File: config.mk
export PLATFORM = sky130hd
export DESIGN_NAME = multiplier_datapath
export DESIGN_NICKNAME = d
export VERILOG_FILES = /design/src/rtl/mult_pkg.sv /design/src/rtl/adder_sub9.sv /design/src/rtl/multiplier_datapath.sv
export SDC_FILE = /design/constraint.sdc
export NUM_CORES = 1
export LEC_CHECK = 0
export BUFFER_PORTS_ARGS = -buffer_cell sky130_fd_sc_hd__buf_2
export CORE_MARGIN = 10
export CORE_UTILIZATION = 45
export DETAILED_ROUTE_END_ITERATION = 10
export PLACE_DENSITY = 0.68
export SETUP_SLACK_MARGIN = 0.2
export SLEW_MARGIN = 20
export SYNTH_ARGS = -nofsm -noshare
export SYNTH_HDL_FRONTEND = slang
export SYNTH_SLANG_ARGS = --single-unit
File: constraint.sdc
create_clock -name Clk -period 2.4 [get_ports Clk]
set_input_delay 0.24 -clock Clk [delete_from_list [all_inputs] [get_ports Clk]]
set_output_delay 0.24 -clock Clk [all_outputs]
set_load 0.03 [all_outputs]
File: src/rtl/mult_pkg.sv
// Shared definitions for the signed shift-add multiplier datapath.
//   DEFAULT_WIDTH : default operand width of A, B and S
//   cmd_e         : the single command executed in a cycle, after priority
//                   resolution of the raw strobes
//   strobe_count  : number of raw strobes asserted in a cycle (for CmdErr)
package mult_pkg;

    localparam int DEFAULT_WIDTH = 8;

    // Listed lowest to highest priority.
    typedef enum logic [2:0] {
        CMD_NONE  = 3'd0,
        CMD_SHIFT = 3'd1,
        CMD_ADD   = 3'd2,
        CMD_SUB   = 3'd3,
        CMD_CLRXA = 3'd4,
        CMD_CLRLD = 3'd5
    } cmd_e;

    // Population count of the five command strobes.
    function automatic logic [2:0] strobe_count(input logic [4:0] strobes);
        logic [2:0] cnt;
        cnt = 3'd0;
        for (int i = 0; i < 5; i++) begin
            cnt = cnt + {2'b00, strobes[i]};
        end
        return cnt;
    endfunction

endpackage

File: src/rtl/adder_sub9.sv
// (WIDTH+1)-bit combinational add/subtract used for the partial product.
//   a   : current A register (signed, WIDTH bits)
//   s   : multiplicand from the switches (signed, WIDTH bits)
//   sub : 1 selects a - s, 0 selects a + s
//   sum : sign-extended result, WIDTH+1 bits; bit WIDTH is the new X
// Both operands are sign-extended by one bit so that the top bit is the true
// sign of the result rather than a carry; overflow beyond that is dropped.
// This also makes a - (-2^(WIDTH-1)) come out as the correct positive value.
module adder_sub9 #(
    parameter int WIDTH = mult_pkg::DEFAULT_WIDTH
) (
    input  logic [WIDTH-1:0] a,
    input  logic [WIDTH-1:0] s,
    input  logic             sub,
    output logic [WIDTH:0]   sum
);

    logic [WIDTH:0] a_ext;
    logic [WIDTH:0] s_ext;
    logic [WIDTH:0] s_opnd;

    assign a_ext  = {a[WIDTH-1], a};
    assign s_ext  = {s[WIDTH-1], s};
    // Two's complement subtract: invert and inject the +1 as carry-in.
    assign s_opnd = sub ? ~s_ext : s_ext;
    assign sum    = a_ext + s_opnd + {{WIDTH{1'b0}}, sub};

endmodule

File: src/rtl/multiplier_datapath.sv
// Register/arithmetic datapath of the signed shift-add multiplier.
// Inputs:
//   Clk, Reset (async, active-low)
//   S       : multiplicand for Add/Sub, multiplier value for Clr_Ld
//   Shift, Add, Sub, Clr_Ld, Clr_XA : command strobes from the control unit
// Outputs:
//   M        : current multiplier LSB (B[0]) back to the control unit
//   X, Aval, Bval : sign-extension bit, upper and lower product registers
//   ShiftCnt : shifts executed since the last clear, saturating at WIDTH
//   Done     : one-cycle pulse after the WIDTH-th shift
//   CmdErr   : sticky flag, two or more strobes seen in one cycle
module multiplier_datapath
    import mult_pkg::*;
#(
    parameter int WIDTH = DEFAULT_WIDTH
) (
    input  logic                       Clk,
    input  logic                       Reset,
    input  logic [WIDTH-1:0]           S,
    input  logic                       Shift,
    input  logic                       Add,
    input  logic                       Sub,
    input  logic                       Clr_Ld,
    input  logic                       Clr_XA,
    output logic                       M,
    output logic                       X,
    output logic [WIDTH-1:0]           Aval,
    output logic [WIDTH-1:0]           Bval,
    output logic [$clog2(WIDTH):0]     ShiftCnt,
    output logic                       Done,
    output logic                       CmdErr
);

    localparam int CW = $clog2(WIDTH) + 1;
    localparam logic [CW-1:0] CNT_MAX  = CW'(WIDTH);
    localparam logic [CW-1:0] CNT_LAST = CW'(WIDTH - 1);

    logic             x_q;
    logic [WIDTH-1:0] a_q;
    logic [WIDTH-1:0] b_q;
    logic [CW-1:0]    cnt_q;
    logic             done_q;
    logic             err_q;

    cmd_e             cmd;
    logic             multi;
    logic [WIDTH:0]   sum;

    // Priority resolution: Clr_Ld > Clr_XA > Sub > Add > Shift.
    // NOTE: every always_comb output gets a default first so no path can
    // leave it unassigned and infer a latch.
    always_comb begin
        cmd = CMD_NONE;
        if (Clr_Ld)      cmd = CMD_CLRLD;
        else if (Clr_XA) cmd = CMD_CLRXA;
        else if (Sub)    cmd = CMD_SUB;
        else if (Add)    cmd = CMD_ADD;
        else if (Shift)  cmd = CMD_SHIFT;
    end

    // Counted on the raw strobes, so an Add/Sub with M=0 still counts.
    assign multi = strobe_count({Clr_Ld, Clr_XA, Sub, Add, Shift}) > 3'd1;

    adder_sub9 #(
        .WIDTH(WIDTH)
    ) u_adder (
        .a   (a_q),
        .s   (S),
        .sub (cmd == CMD_SUB),
        .sum (sum)
    );

    // NOTE: state is updated with non-blocking assignments only, so every
    // right-hand side sees the pre-edge register values (the shift relies on
    // reading old X/A/B while writing new ones).
    always_ff @(posedge Clk or negedge Reset) begin
        if (!Reset) begin
            x_q    <= 1'b0;
            a_q    <= '0;
            b_q    <= '0;
            cnt_q  <= '0;
            done_q <= 1'b0;
            err_q  <= 1'b0;
        end else begin
            done_q <= 1'b0;

            unique case (cmd)
                CMD_CLRLD: begin
                    x_q   <= 1'b0;
                    a_q   <= '0;
                    b_q   <= S;
                    cnt_q <= '0;
                end
                CMD_CLRXA: begin
                    x_q   <= 1'b0;
                    a_q   <= '0;
                    cnt_q <= '0;
                end
                CMD_ADD, CMD_SUB: begin
                    if (b_q[0]) begin
                        a_q <= sum[WIDTH-1:0];
                        x_q <= sum[WIDTH];
                    end
                end
                CMD_SHIFT: begin
                    a_q <= {x_q, a_q[WIDTH-1:1]};
                    b_q <= {a_q[0], b_q[WIDTH-1:1]};
                    // Saturate so trailing shifts never re-pulse Done.
                    if (cnt_q != CNT_MAX) begin
                        cnt_q <= cnt_q + 1'b1;
                    end
                    done_q <= (cnt_q == CNT_LAST);
                end
                default: ;
            endcase

            // Setting wins over the Clr_Ld clear when both happen together.
            if (multi) begin
                err_q <= 1'b1;
            end else if (cmd == CMD_CLRLD) begin
                err_q <= 1'b0;
            end
        end
    end

    assign M        = b_q[0];
    assign X        = x_q;
    assign Aval     = a_q;
    assign Bval     = b_q;
    assign ShiftCnt = cnt_q;
    assign Done     = done_q;
    assign CmdErr   = err_q;

endmodule

==> results of run 1 <==
logic make-up (layout without fill, tap and decap cells):
group / count (synthesis) / in the layout / synth area share, %
flip-flops: 23 / 23 / 37.16
adder cells (fa/ha/maj): 15 / 15 / 13.09
XOR/XNOR: 14 / 14 / 7.916
AO/OA/AOI/OAI: 45 / 45 / 22.46
buffers and inverters: 28 / 73 / 7.593
AND/OR/NAND/NOR: 37 / 37 / 11.79
worst paths after layout:
check | from | endpoint | slack (ns) | cells past startpoint
min in group asynchronous | Reset | Aval[6]$_DFFE_PN0P_ | 0.43 | 2
setup reg to reg | Aval[0]$_DFFE_PN0P_ | X$_DFFE_PN0P_ | 0.48 | 10
hold reg to reg | CmdErr$_DFFE_PN0P_ | CmdErr$_DFFE_PN0P_ | 0.52 | 1
setup / recovery | Clr_XA | X$_DFFE_PN0P_ | 0.32 | 12
max in group asynchronous | Reset | Bval[7]$_DFFE_PN0P_ | 1.62 | 2
hold / removal | S[2] | Bval[2]$_DFFE_PN0P_ | 0.20 | 3
metal layers:
layer  GRT usage (%)  vias up  wire (um)
li1                -      665          -
met1           14.53      644       1634
met2           19.65       38       1745
met3           4.214        6        268
met4           4.301        0         48
met5               0        -          0
registers in the layout, summed over array words and instances (netlist names):
name      flops
Aval          8
Bval          8
CmdErr        1
Done          1
ShiftCnt      4
X             1
power breakdown:
group | switching [W] | internal (W)
clock network | 0.000110 | 0.0000647
registers | 0.0000300 | 0.000415
logic | 0.000219 | 0.000144
total | 0.000359 | 0.000624
cell type report:
cell class                      instances  area, um2  area share, %
Inverter                               22      82.58          4.339
Clock buffer                            4      26.28          1.381
Sequential cell                        23      575.6          30.24
Multi-Input combinational cell        111      900.9          47.34
Timing Repair Buffer                   47      260.3          13.68
Tap cell                               46      57.56          3.024
through the flow:
| step | setup slack (ns) | instances |
|---|---|---|
| 6_report | 0.3176 | 253 |
| 5_1_grt | 0.2286 | 253 |
| 4_1_cts | 0.2799 | 253 |
| 3_5_place_dp | -0.05108 | 248 |
| 3_3_place_gp | 0.04080 | 248 |
| 2_1_floorplan | 0.1998 | 162 |
Yosys cell counts:
library cell / n
sky130_fd_sc_hd__buf_4: 1
sky130_fd_sc_hd__a22oi_1: 3
sky130_fd_sc_hd__ha_1: 13
sky130_fd_sc_hd__nor2b_1: 2
sky130_fd_sc_hd__xnor2_1: 6
sky130_fd_sc_hd__a221o_1: 1
sky130_fd_sc_hd__nor3b_1: 1
sky130_fd_sc_hd__and2_1: 1
sky130_fd_sc_hd__a211oi_1: 1
sky130_fd_sc_hd__o21ai_0: 8
sky130_fd_sc_hd__nand4_1: 1
sky130_fd_sc_hd__nor2_1: 10
sky130_fd_sc_hd__a21boi_1: 1
sky130_fd_sc_hd__a222oi_1: 8
sky130_fd_sc_hd__nand3b_1: 1
sky130_fd_sc_hd__and3_1: 1
sky130_fd_sc_hd__nand2_1: 10
sky130_fd_sc_hd__nor2_2: 1
sky130_fd_sc_hd__xor2_1: 8
sky130_fd_sc_hd__buf_6: 1
sky130_fd_sc_hd__o311ai_4: 1
sky130_fd_sc_hd__a21oi_1: 11
sky130_fd_sc_hd__a221oi_1: 4
sky130_fd_sc_hd__o21ai_1: 2
sky130_fd_sc_hd__nor3_1: 1
sky130_fd_sc_hd__or2_1: 1
sky130_fd_sc_hd__clkbuf_1: 3
sky130_fd_sc_hd__o211ai_1: 2
sky130_fd_sc_hd__buf_2: 1
sky130_fd_sc_hd__and4b_1: 1
sky130_fd_sc_hd__o2bb2ai_1: 1
sky130_fd_sc_hd__a41oi_1: 1
sky130_fd_sc_hd__nand3_1: 3
sky130_fd_sc_hd__o31ai_4: 1
sky130_fd_sc_hd__nand2_2: 1
sky130_fd_sc_hd__nand2b_1: 2
sky130_fd_sc_hd__inv_1: 22
sky130_fd_sc_hd__dfrtp_1: 23
sky130_fd_sc_hd__fa_1: 2
repair_timing:
item | 4_1_cts | 5_1_grt
endpoints found under the setup margin | 0 | 1
hold buffers | 1 | 0
endpoints found under the hold margin | 23 | 0
resized for setup | 0 | 1
worst max-delay path, stage by stage:
cell and delay, ns:
sky130_fd_sc_hd__buf_2 0.10, sky130_fd_sc_hd__or2_1 0.27, sky130_fd_sc_hd__nor2_4 0.26, sky130_fd_sc_hd__xor2_2 0.18, sky130_fd_sc_hd__inv_1 0.08, sky130_fd_sc_hd__fa_2 0.38, sky130_fd_sc_hd__nor2b_1 0.16, sky130_fd_sc_hd__a221oi_2 0.09
sky130_fd_sc_hd__o21ai_1 0.20, sky130_fd_sc_hd__a21oi_1 0.10, sky130_fd_sc_hd__nor3_1 0.15, sky130_fd_sc_hd__a21oi_1 0.06
==> report_table.html, run 1 <==
<table>
<tr><th>Metric</th><th>Value</th></tr>
<tr><th colspan="2">Layout</th></tr>
<tr><td>Core Util, Final</td><td>a little under three fifths</td></tr>
<tr><td>Layout cell share with drive strength beyond 1</td><td>about 29%</td></tr>
<tr><td>Antenna cell count</td><td>0</td></tr>
<tr><td>Final std cell area, no fill</td><td>1903 um2</td></tr>
<tr><td>Final Net Count</td><td>about 240</td></tr>
<tr><td>Area Growth Syn to Fin</td><td>22.86%</td></tr>
<tr><td>Highest-count cells in the layout ignoring fill and taps</td><td>sky130_fd_sc_hd__buf_2 (38), sky130_fd_sc_hd__dfrtp_1 (23), sky130_fd_sc_hd__inv_1 (21)</td></tr>
<tr><td>Most common library cell in the layout ignoring fill and taps</td><td>sky130_fd_sc_hd__buf_2</td></tr>
<tr><td>Fill cell instance count of the final layout</td><td>approximately 330</td></tr>
<tr><th colspan="2">Worst setup path</th></tr>
<tr><td>Arrival @ worst endpoint</td><td>between 2 and 2.5 ns</td></tr>
<tr><td>Type of element launching the critical path</td><td>input pin</td></tr>
<tr><td>Kind of critical path</td><td>input pin to flop</td></tr>
<tr><td>Peak fanout along the critical path</td><td>7</td></tr>
<tr><td>Nature of the critical path endpoint</td><td>flop</td></tr>
<tr><td>Required arrival time at the worst endpoint</td><td>about 2.6 ns</td></tr>
<tr><th colspan="2">Timing</th></tr>
<tr><td>Summed negative setup slack over all endpoints</td><td>0 ns</td></tr>
<tr><td>Worst-Margin Slew</td><td>0.5227 ns</td></tr>
<tr><td>Hold Worst Slack</td><td>a little under 0.2 ns</td></tr>
<tr><td>Largest clock skew in the final design</td><td>0.008045 ns</td></tr>
<tr><td>Hold Violations, Final</td><td>0</td></tr>
<tr><td>Share of the cycle needed by the critical path after routing</td><td>slightly below 90%</td></tr>
<tr><td>Highest achievable clock rate</td><td>slightly below 500 MHz</td></tr>
<tr><td>Total setup violations reported at the end of the flow</td><td>0</td></tr>
<tr><td>Final critical path time including I/O delays and setup</td><td>roughly 2.1 ns</td></tr>
<tr><td>Number of max-slew violations in the final report</td><td>0</td></tr>
<tr><td>Relative slew margins</td><td>around two thirds</td></tr>
<tr><td>Unrepaired setup endpoints after global routing</td><td>no</td></tr>
<tr><th colspan="2">Logic synthesis</th></tr>
<tr><td>Mean instance size in the synthesized netlist</td><td>between 9 and 10 um2</td></tr>
<tr><td>Post-synthesis sequential element count</td><td>23</td></tr>
<tr><td>Post-synthesis sequential area ratio</td><td>37.16%</td></tr>
<tr><td>Yosys Warn Count</td><td>0</td></tr>
<tr><td>Yosys top cell by area</td><td>sky130_fd_sc_hd__dfrtp_1</td></tr>
<tr><td>Instance count of the mapped netlist</td><td>162</td></tr>
<tr><td>Count of unique library cells instantiated by Yosys</td><td>39</td></tr>
<tr><td>Synth Cell Area</td><td>1549 um2</td></tr>
<tr><td>Net Count, Synth</td><td>192</td></tr>
<tr><td>Area share of the largest cell type after synthesis</td><td>37.16%</td></tr>
<tr><td>Main area contributors after synthesis</td><td>sky130_fd_sc_hd__dfrtp_1 (37%), sky130_fd_sc_hd__ha_1 (11%), sky130_fd_sc_hd__inv_1 (5.3%)</td></tr>
<tr><th colspan="2">Placed design</th></tr>
<tr><td>Final RePlAce weighted congestion</td><td>0.9370</td></tr>
<tr><td>Port buffer count</td><td>38</td></tr>
<tr><td>Post-detailed-placement cell area</td><td>1859 um2</td></tr>
<tr><td>Post-detail-place hpwl</td><td>3066 um</td></tr>
<tr><th colspan="2">Clock tree</th></tr>
<tr><td>Root Driver</td><td>sky130_fd_sc_hd__clkbuf_4</td></tr>
<tr><td>Worst-skew pair later-pin latency</td><td>0.30 ns</td></tr>
<tr><td>Post-CTS Setup Repair Bufs</td><td>0</td></tr>
<tr><td>Worst-path clk slew</td><td>0.12 ns</td></tr>
<tr><td>Maximum clock insertion buffer count</td><td>2</td></tr>
<tr><td>Clock tree from TritonCTS</td><td>built</td></tr>
<tr><td>Inserted Clock Buffers</td><td>3</td></tr>
<tr><td>Clock sink total</td><td>23</td></tr>
<tr><td>Number of H-tree levels</td><td>1</td></tr>
<tr><th colspan="2">Routing</th></tr>
<tr><td>Initial detailed-routing violation count</td><td>65</td></tr>
<tr><td>Final ANT Viol Nets</td><td>0</td></tr>
<tr><td>Number of remaining DRC errors</td><td>0</td></tr>
<tr><td>Final WL</td><td>3697 um</td></tr>
<tr><td>Avg Vias per Cell</td><td>5.348</td></tr>
<tr><td>Post-DR wirelength/cell</td><td>14.61 um</td></tr>
<tr><td>Routed vias</td><td>~1.4k</td></tr>
<tr><td>Router iterations before antenna repair</td><td>4</td></tr>
<tr><th colspan="2">Status</th></tr>
<tr><td>Outcome</td><td>finished, final reports clean</td></tr>
<tr><th colspan="2">Power and ir drop</th></tr>
<tr><td>Cell area power density</td><td>516.9 nW/um2</td></tr>
<tr><td>Final Total Pwr</td><td>0.0009836 W</td></tr>
<tr><td>Maximum ir drop on the vdd rail</td><td>230.8 uV</td></tr>
<tr><td>Leakage power summed over all cells</td><td>0.9646 nW</td></tr>
<tr><th colspan="2">GRT</th></tr>
<tr><td>Total routing usage reported by global routing</td><td>12.13%</td></tr>
<tr><td>Global-route wire length before repair</td><td>between 6000 and 7000 um</td></tr>
<tr><td>Number of global-route vias before repair</td><td>between 1k and 1.5k</td></tr>
<tr><td>Remaining global-route overflow</td><td>0</td></tr>
<tr><td>Initial antenna violation count</td><td>0</td></tr>
<tr><td>Largest net degree at the start of global routing</td><td>24</td></tr>
<tr><th colspan="2">Floorplan</th></tr>
<tr><td>Die ar.</td><td>6189 um2</td></tr>
<tr><td>Row count</td><td>21</td></tr>
<tr><td>Num ports</td><td>39</td></tr>
<tr><td>Die X</td><td>78.67 um</td></tr>
<tr><td>Initial Util</td><td>46.42%</td></tr>
<tr><td>Placeable core region</td><td>3337 um2</td></tr>
<tr><td>Overall die height</td><td>just under 80 um</td></tr>
<tr><th colspan="2">Min path</th></tr>
<tr><td>Worst min-delay path category</td><td>input pin to flop</td></tr>
<tr><th colspan="2">Run</th></tr>
<tr><td>Number of max-cap violations</td><td>0</td></tr>
</table>
No activity file was read; power rests on OpenSTA's default activity.
==> run 2: changes to the inputs <==
--- a/config.mk
+++ b/config.mk
@@ -14,4 +14,5 @@
 export SLEW_MARGIN = 20
 export SYNTH_ARGS = -nofsm -noshare
 export SYNTH_HDL_FRONTEND = slang
+export SYNTH_HIERARCHICAL = 1
 export SYNTH_SLANG_ARGS = --single-unit
==> report_table.html, run 2 <==
<table>
<tr><th>Metric</th><th>Value</th></tr>
<tr><th colspan="2">Logic synthesis</th></tr>
<tr><td>Post-synthesis sequential element count</td><td>23</td></tr>
<tr><td>Flip-flop cell with the highest count after synthesis</td><td>sky130_fd_sc_hd__dfrtp_1</td></tr>
<tr><td>Async SR Flop Fraction</td><td>100.0%</td></tr>
<tr><td>Post-synthesis sequential area ratio</td><td>33.95%</td></tr>
<tr><td>Most used standard cells in the synthesized netlist</td><td>sky130_fd_sc_hd__dfrtp_1 (23), sky130_fd_sc_hd__inv_1 (19), sky130_fd_sc_hd__nand2_1 (16)</td></tr>
<tr><td>Yosys Warn Count</td><td>6</td></tr>
<tr><td>Instance count of the mapped netlist</td><td>182</td></tr>
<tr><td>Count of unique library cells instantiated by Yosys</td><td>38</td></tr>
<tr><td>Net Count, Synth</td><td>210</td></tr>
<tr><td>Yosys top cell by area</td><td>sky130_fd_sc_hd__dfrtp_1</td></tr>
<tr><td>Mean instance size in the synthesized netlist</td><td>9.315 um2</td></tr>
<tr><td>Synth Cell Area</td><td>1695 um2</td></tr>
<tr><td>Most common cell in the netlist</td><td>sky130_fd_sc_hd__dfrtp_1</td></tr>
<tr><td>Number of enable flip-flop cells after synthesis</td><td>0</td></tr>
<tr><td>Main area contributors after synthesis</td><td>sky130_fd_sc_hd__dfrtp_1 (34%), sky130_fd_sc_hd__ha_1 (8.1%), sky130_fd_sc_hd__xor2_1 (5.2%)</td></tr>
<tr><td>Area share of the largest cell type after synthesis</td><td>33.95%</td></tr>
<tr><th colspan="2">Layout</th></tr>
<tr><td>Highest-count cells in the layout ignoring fill and taps</td><td>sky130_fd_sc_hd__buf_2 (34), sky130_fd_sc_hd__dfrtp_1 (23), sky130_fd_sc_hd__buf_4 (19)</td></tr>
<tr><td>Antenna cell count</td><td>0</td></tr>
<tr><td>Most common library cell in the layout ignoring fill and taps</td><td>sky130_fd_sc_hd__buf_2</td></tr>
<tr><td>Layout cell share with drive strength beyond 1</td><td>36.32%</td></tr>
<tr><td>Final Net Count</td><td>263</td></tr>
<tr><td>Area Growth Syn to Fin</td><td>33.14%</td></tr>
<tr><td>Fill cell instance count of the final layout</td><td>308</td></tr>
<tr><th colspan="2">GRT</th></tr>
<tr><td>Largest net degree at the start of global routing</td><td>24</td></tr>
<tr><td>Global-route wire length before repair</td><td>7527 um</td></tr>
<tr><td>Total routing usage reported by global routing</td><td>13.97%</td></tr>
<tr><td>Initial antenna violation count</td><td>0</td></tr>
<tr><td>Number of global-route vias before repair</td><td>1564</td></tr>
<tr><td>Remaining global-route overflow</td><td>0</td></tr>
<tr><th colspan="2">Worst setup path</th></tr>
<tr><td>Peak fanout along the critical path</td><td>6</td></tr>
<tr><td>Critical path depth</td><td>13</td></tr>
<tr><td>RR Endpoint</td><td>Aval[6]$_DFFE_PN0P_</td></tr>
<tr><td>Arrival @ worst endpoint</td><td>2.44 ns</td></tr>
<tr><td>Critical-path cell list</td><td>buf_6 &gt; or2_4 &gt; nor2_4 &gt; xor2_2 &gt; inv_2 &gt; fa_2 &gt; nor2b_4 &gt; o311ai_2 &gt; nand2_1 &gt; xor2_1 &gt; inv_1 &gt; a311oi_1 &gt; o21a_1</td></tr>
<tr><td>Reg2reg start</td><td>Aval[0]$_DFFE_PN0P_</td></tr>
<tr><td>Startpoint of the most critical setup path</td><td>Clr_XA</td></tr>
<tr><td>Required arrival time at the worst endpoint</td><td>2.61 ns</td></tr>
<tr><td>Family of cells with the greatest summed delay on the critical path</td><td>simple AND/OR/NAND/NOR gates</td></tr>
<tr><td>Slack of the worst reg-to-reg path</td><td>0.39 ns</td></tr>
<tr><td>Nature of the critical path endpoint</td><td>flop</td></tr>
<tr><td>Kind of critical path</td><td>input pin to flop</td></tr>
<tr><td>Type of element launching the critical path</td><td>input pin</td></tr>
<tr><td>Depth of the worst register-to-register path</td><td>9</td></tr>
<tr><td>Highest-delay cell along the critical path</td><td>sky130_fd_sc_hd__fa_2</td></tr>
<tr><td>Crit path buffers/inverters</td><td>3</td></tr>
<tr><td>Largest stage delay on the critical path</td><td>0.41 ns</td></tr>
<tr><th colspan="2">Timing</th></tr>
<tr><td>Relative slew margins</td><td>63.32%</td></tr>
<tr><td>Highest achievable clock rate</td><td>448.6 MHz</td></tr>
<tr><td>Hold Worst Slack</td><td>around 0.21 ns</td></tr>
<tr><td>Share of the cycle needed by the critical path after routing</td><td>between 90% and 100%</td></tr>
<tr><td>Largest clock skew in the final design</td><td>approximately 0.0013 ns</td></tr>
<tr><td>Hold Violations, Final</td><td>0</td></tr>
<tr><td>Min setup slack post-route</td><td>around 0.17 ns</td></tr>
<tr><td>Final critical path time including I/O delays and setup</td><td>2.229 ns</td></tr>
<tr><td>Total setup violations reported at the end of the flow</td><td>0</td></tr>
<tr><td>Worst-Margin Slew</td><td>0.5502 ns</td></tr>
<tr><td>Number of max-slew violations in the final report</td><td>0</td></tr>
<tr><td>Unrepaired setup endpoints after global routing</td><td>yes</td></tr>
<tr><th colspan="2">Clock tree</th></tr>
<tr><td>Inserted Clock Buffers</td><td>3</td></tr>
<tr><td>Maximum clock insertion buffer count</td><td>2</td></tr>
<tr><td>Clock sink total</td><td>23</td></tr>
<tr><td>Worst-path clk slew</td><td>around 0.09 ns</td></tr>
<tr><td>Clock tree from TritonCTS</td><td>built</td></tr>
<tr><td>Root Driver</td><td>sky130_fd_sc_hd__clkbuf_8</td></tr>
<tr><td>Worst-skew pair later-pin latency</td><td>0.26 ns</td></tr>
<tr><td>Number of H-tree levels</td><td>1</td></tr>
<tr><th colspan="2">Floorplan</th></tr>
<tr><td>Die ar.</td><td>between 6000 and 7000 um2</td></tr>
<tr><td>Overall die height</td><td>81.38 um</td></tr>
<tr><td>Placeable core region</td><td>3661 um2</td></tr>
<tr><td>Initial Util</td><td>a little under half</td></tr>
<tr><td>Die X</td><td>about 80 um</td></tr>
<tr><td>Num ports</td><td>39</td></tr>
<tr><td>Row count</td><td>22</td></tr>
<tr><th colspan="2">Power and ir drop</th></tr>
<tr><td>Maximum ir drop on the vdd rail</td><td>~220 uV</td></tr>
<tr><td>Cell area power density</td><td>468.4 nW/um2</td></tr>
<tr><td>Leakage power summed over all cells</td><td>~1.1 nW</td></tr>
<tr><th colspan="2">Min path</th></tr>
<tr><td>Number of cells traversed by the worst hold path</td><td>3</td></tr>
<tr><td>Worst Hold Path EP</td><td>Bval[2]$_DFFE_PN0P_</td></tr>
<tr><td>Worst min-delay path category</td><td>input pin to flop</td></tr>
<tr><td>Worst min-delay path startpoint</td><td>S[2]</td></tr>
<tr><th colspan="2">Placed design</th></tr>
<tr><td>Post-detail-place hpwl</td><td>between 3000 and 4000 um</td></tr>
<tr><td>Final RePlAce weighted congestion</td><td>0.7819</td></tr>
<tr><td>Port buffer count</td><td>38</td></tr>
<tr><td>Placement Setup Slack</td><td>-0.1278 ns</td></tr>
<tr><th colspan="2">Status</th></tr>
<tr><td>Outcome</td><td>finished, final reports clean</td></tr>
<tr><th colspan="2">Routing</th></tr>
<tr><td>Avg Vias per Cell</td><td>5.401</td></tr>
<tr><td>Initial detailed-routing violation count</td><td>78</td></tr>
<tr><td>Final WL</td><td>4526 um</td></tr>
<tr><td>Final ANT Viol Nets</td><td>0</td></tr>
<tr><td>Router iterations before antenna repair</td><td>5</td></tr>
<tr><td>Post-DR wirelength/cell</td><td>16.05 um</td></tr>
<tr><td>Number of remaining DRC errors</td><td>0</td></tr>
<tr><td>Routed vias</td><td>roughly 1.5k</td></tr>
<tr><th colspan="2">Run</th></tr>
<tr><td>Number of max-cap violations</td><td>0</td></tr>
</table>
-- run 2: cell count changes in the layout (fill, tap and decap cells not counted), sizes merged, moves of 4 or more --
cell | before | now
a222oi | 8 | 0
mux2i | 0 | 9
inv | 22 | 18
o21a | 0 | 11
nor4b | 0 | 10
a221oi | 4 | 0
nand2 | 11 | 16
nor2 | 11 | 4
buf | 46 | 58
a311oi | 0 | 8
-- run 2: layout make-up --
| class | count | area [um2] | area share (%) |
|---|---|---|---|
| multi-input cells | 129 | 1107 | 49.06 |
| flip-flops and latches | 23 | 575.6 | 25.50 |
| repair buffers | 59 | 391.6 | 17.35 |
| inverters | 19 | 76.32 | 3.381 |
| well taps | 48 | 60.06 | 2.661 |
| clock buffers | 3 | 41.29 | 1.829 |
| clock inverters | 1 | 5.005 | 0.2217 |
-- run 2: worst register-to-register path, cell delays in order (launching register included) --
cell and delay (ns):
sky130_fd_sc_hd__dfrtp_1 0.45, sky130_fd_sc_hd__mux2i_2 0.27, sky130_fd_sc_hd__fa_2 0.29, sky130_fd_sc_hd__nor2b_4 0.05
sky130_fd_sc_hd__o311ai_2 0.22, sky130_fd_sc_hd__nand2_1 0.12, sky130_fd_sc_hd__xor2_1 0.13, sky130_fd_sc_hd__inv_1 0.05
sky130_fd_sc_hd__a311oi_1 0.20, sky130_fd_sc_hd__o21a_1 0.16
-- run 2: timing repair --
item,4_1_cts,5_1_grt
buffers inserted,1,3
setup endpoints to repair,3,5
pin swaps,3,4
endpoints found under the hold margin,23,0
hold buffers,1,0
resized for setup,3,16
-- run 2: worst max-delay path by stage --
stage / to / slack, ns
after CTS: Aval[7]$_DFFE_PN0P_ / 0.19
after detailed placement: Aval[7]$_DFFE_PN0P_ / -0.13
final: Aval[6]$_DFFE_PN0P_ / 0.17
after floorplan: Aval[6]$_DFFE_PN0P_ / -0.1
after global routing: Aval[6]$_DFFE_PN0P_ / 0.07
after global placement: Aval[7]$_DFFE_PN0P_ / -0.06
-- run 2: per-stage QoR --
stage | utilization [%] | std cells | instance area, um2 | setup TNS [ns] | total power [W]
final | 61.65 | 282 | 2257 | 0 | 0.001057
after global routing | 61.65 | 282 | 2257 | 0 | 0.001125
after CTS | 59.02 | 279 | 2161 | 0 | 0.001044
after detailed placement | 56.66 | 273 | 2074 | -0.3918 | 0.0007849
after global placement | 56.66 | 273 | 2074 | -0.1200 | 0.0007809
after floorplan | - | 182 | 1788 | -0.2038 | 0.0006752
-- run 2: power breakdown --
group | total [W] | internal, W | leakage, nW | switching [W]
sequential | 0.000437 | 0.000409 | 0.300 | 0.0000271
clock | 0.000247 | 0.000116 | 0.0255 | 0.000131
combinational | 0.000373 | 0.000157 | 0.734 | 0.000216
total | 0.00106 | 0.000683 | 1.06 | 0.000375
-- run 2: routing by layer --
layer	vias up	GRT usage (%)	routed length [um]
met1	735	17.69	2010
li1	744	-	-
met2	38	23.70	2234
met4	0	4.671	60
met5	-	0	0
met3	6	1.987	221
-- run 2: cell families (layout without fill, tap and decap cells) --
family          count (synthesis)  in the layout  synth area share [%]
simple gates                   42             42                 14.98
fa+ha+maj                      13             13                 10.48
compound gates                 51             51                 20.07
flops                          23             23                 33.95
xor+xnor                       14             14                 7.232
mux                             9              9                 5.535
buf+inv                        30             82                 7.749
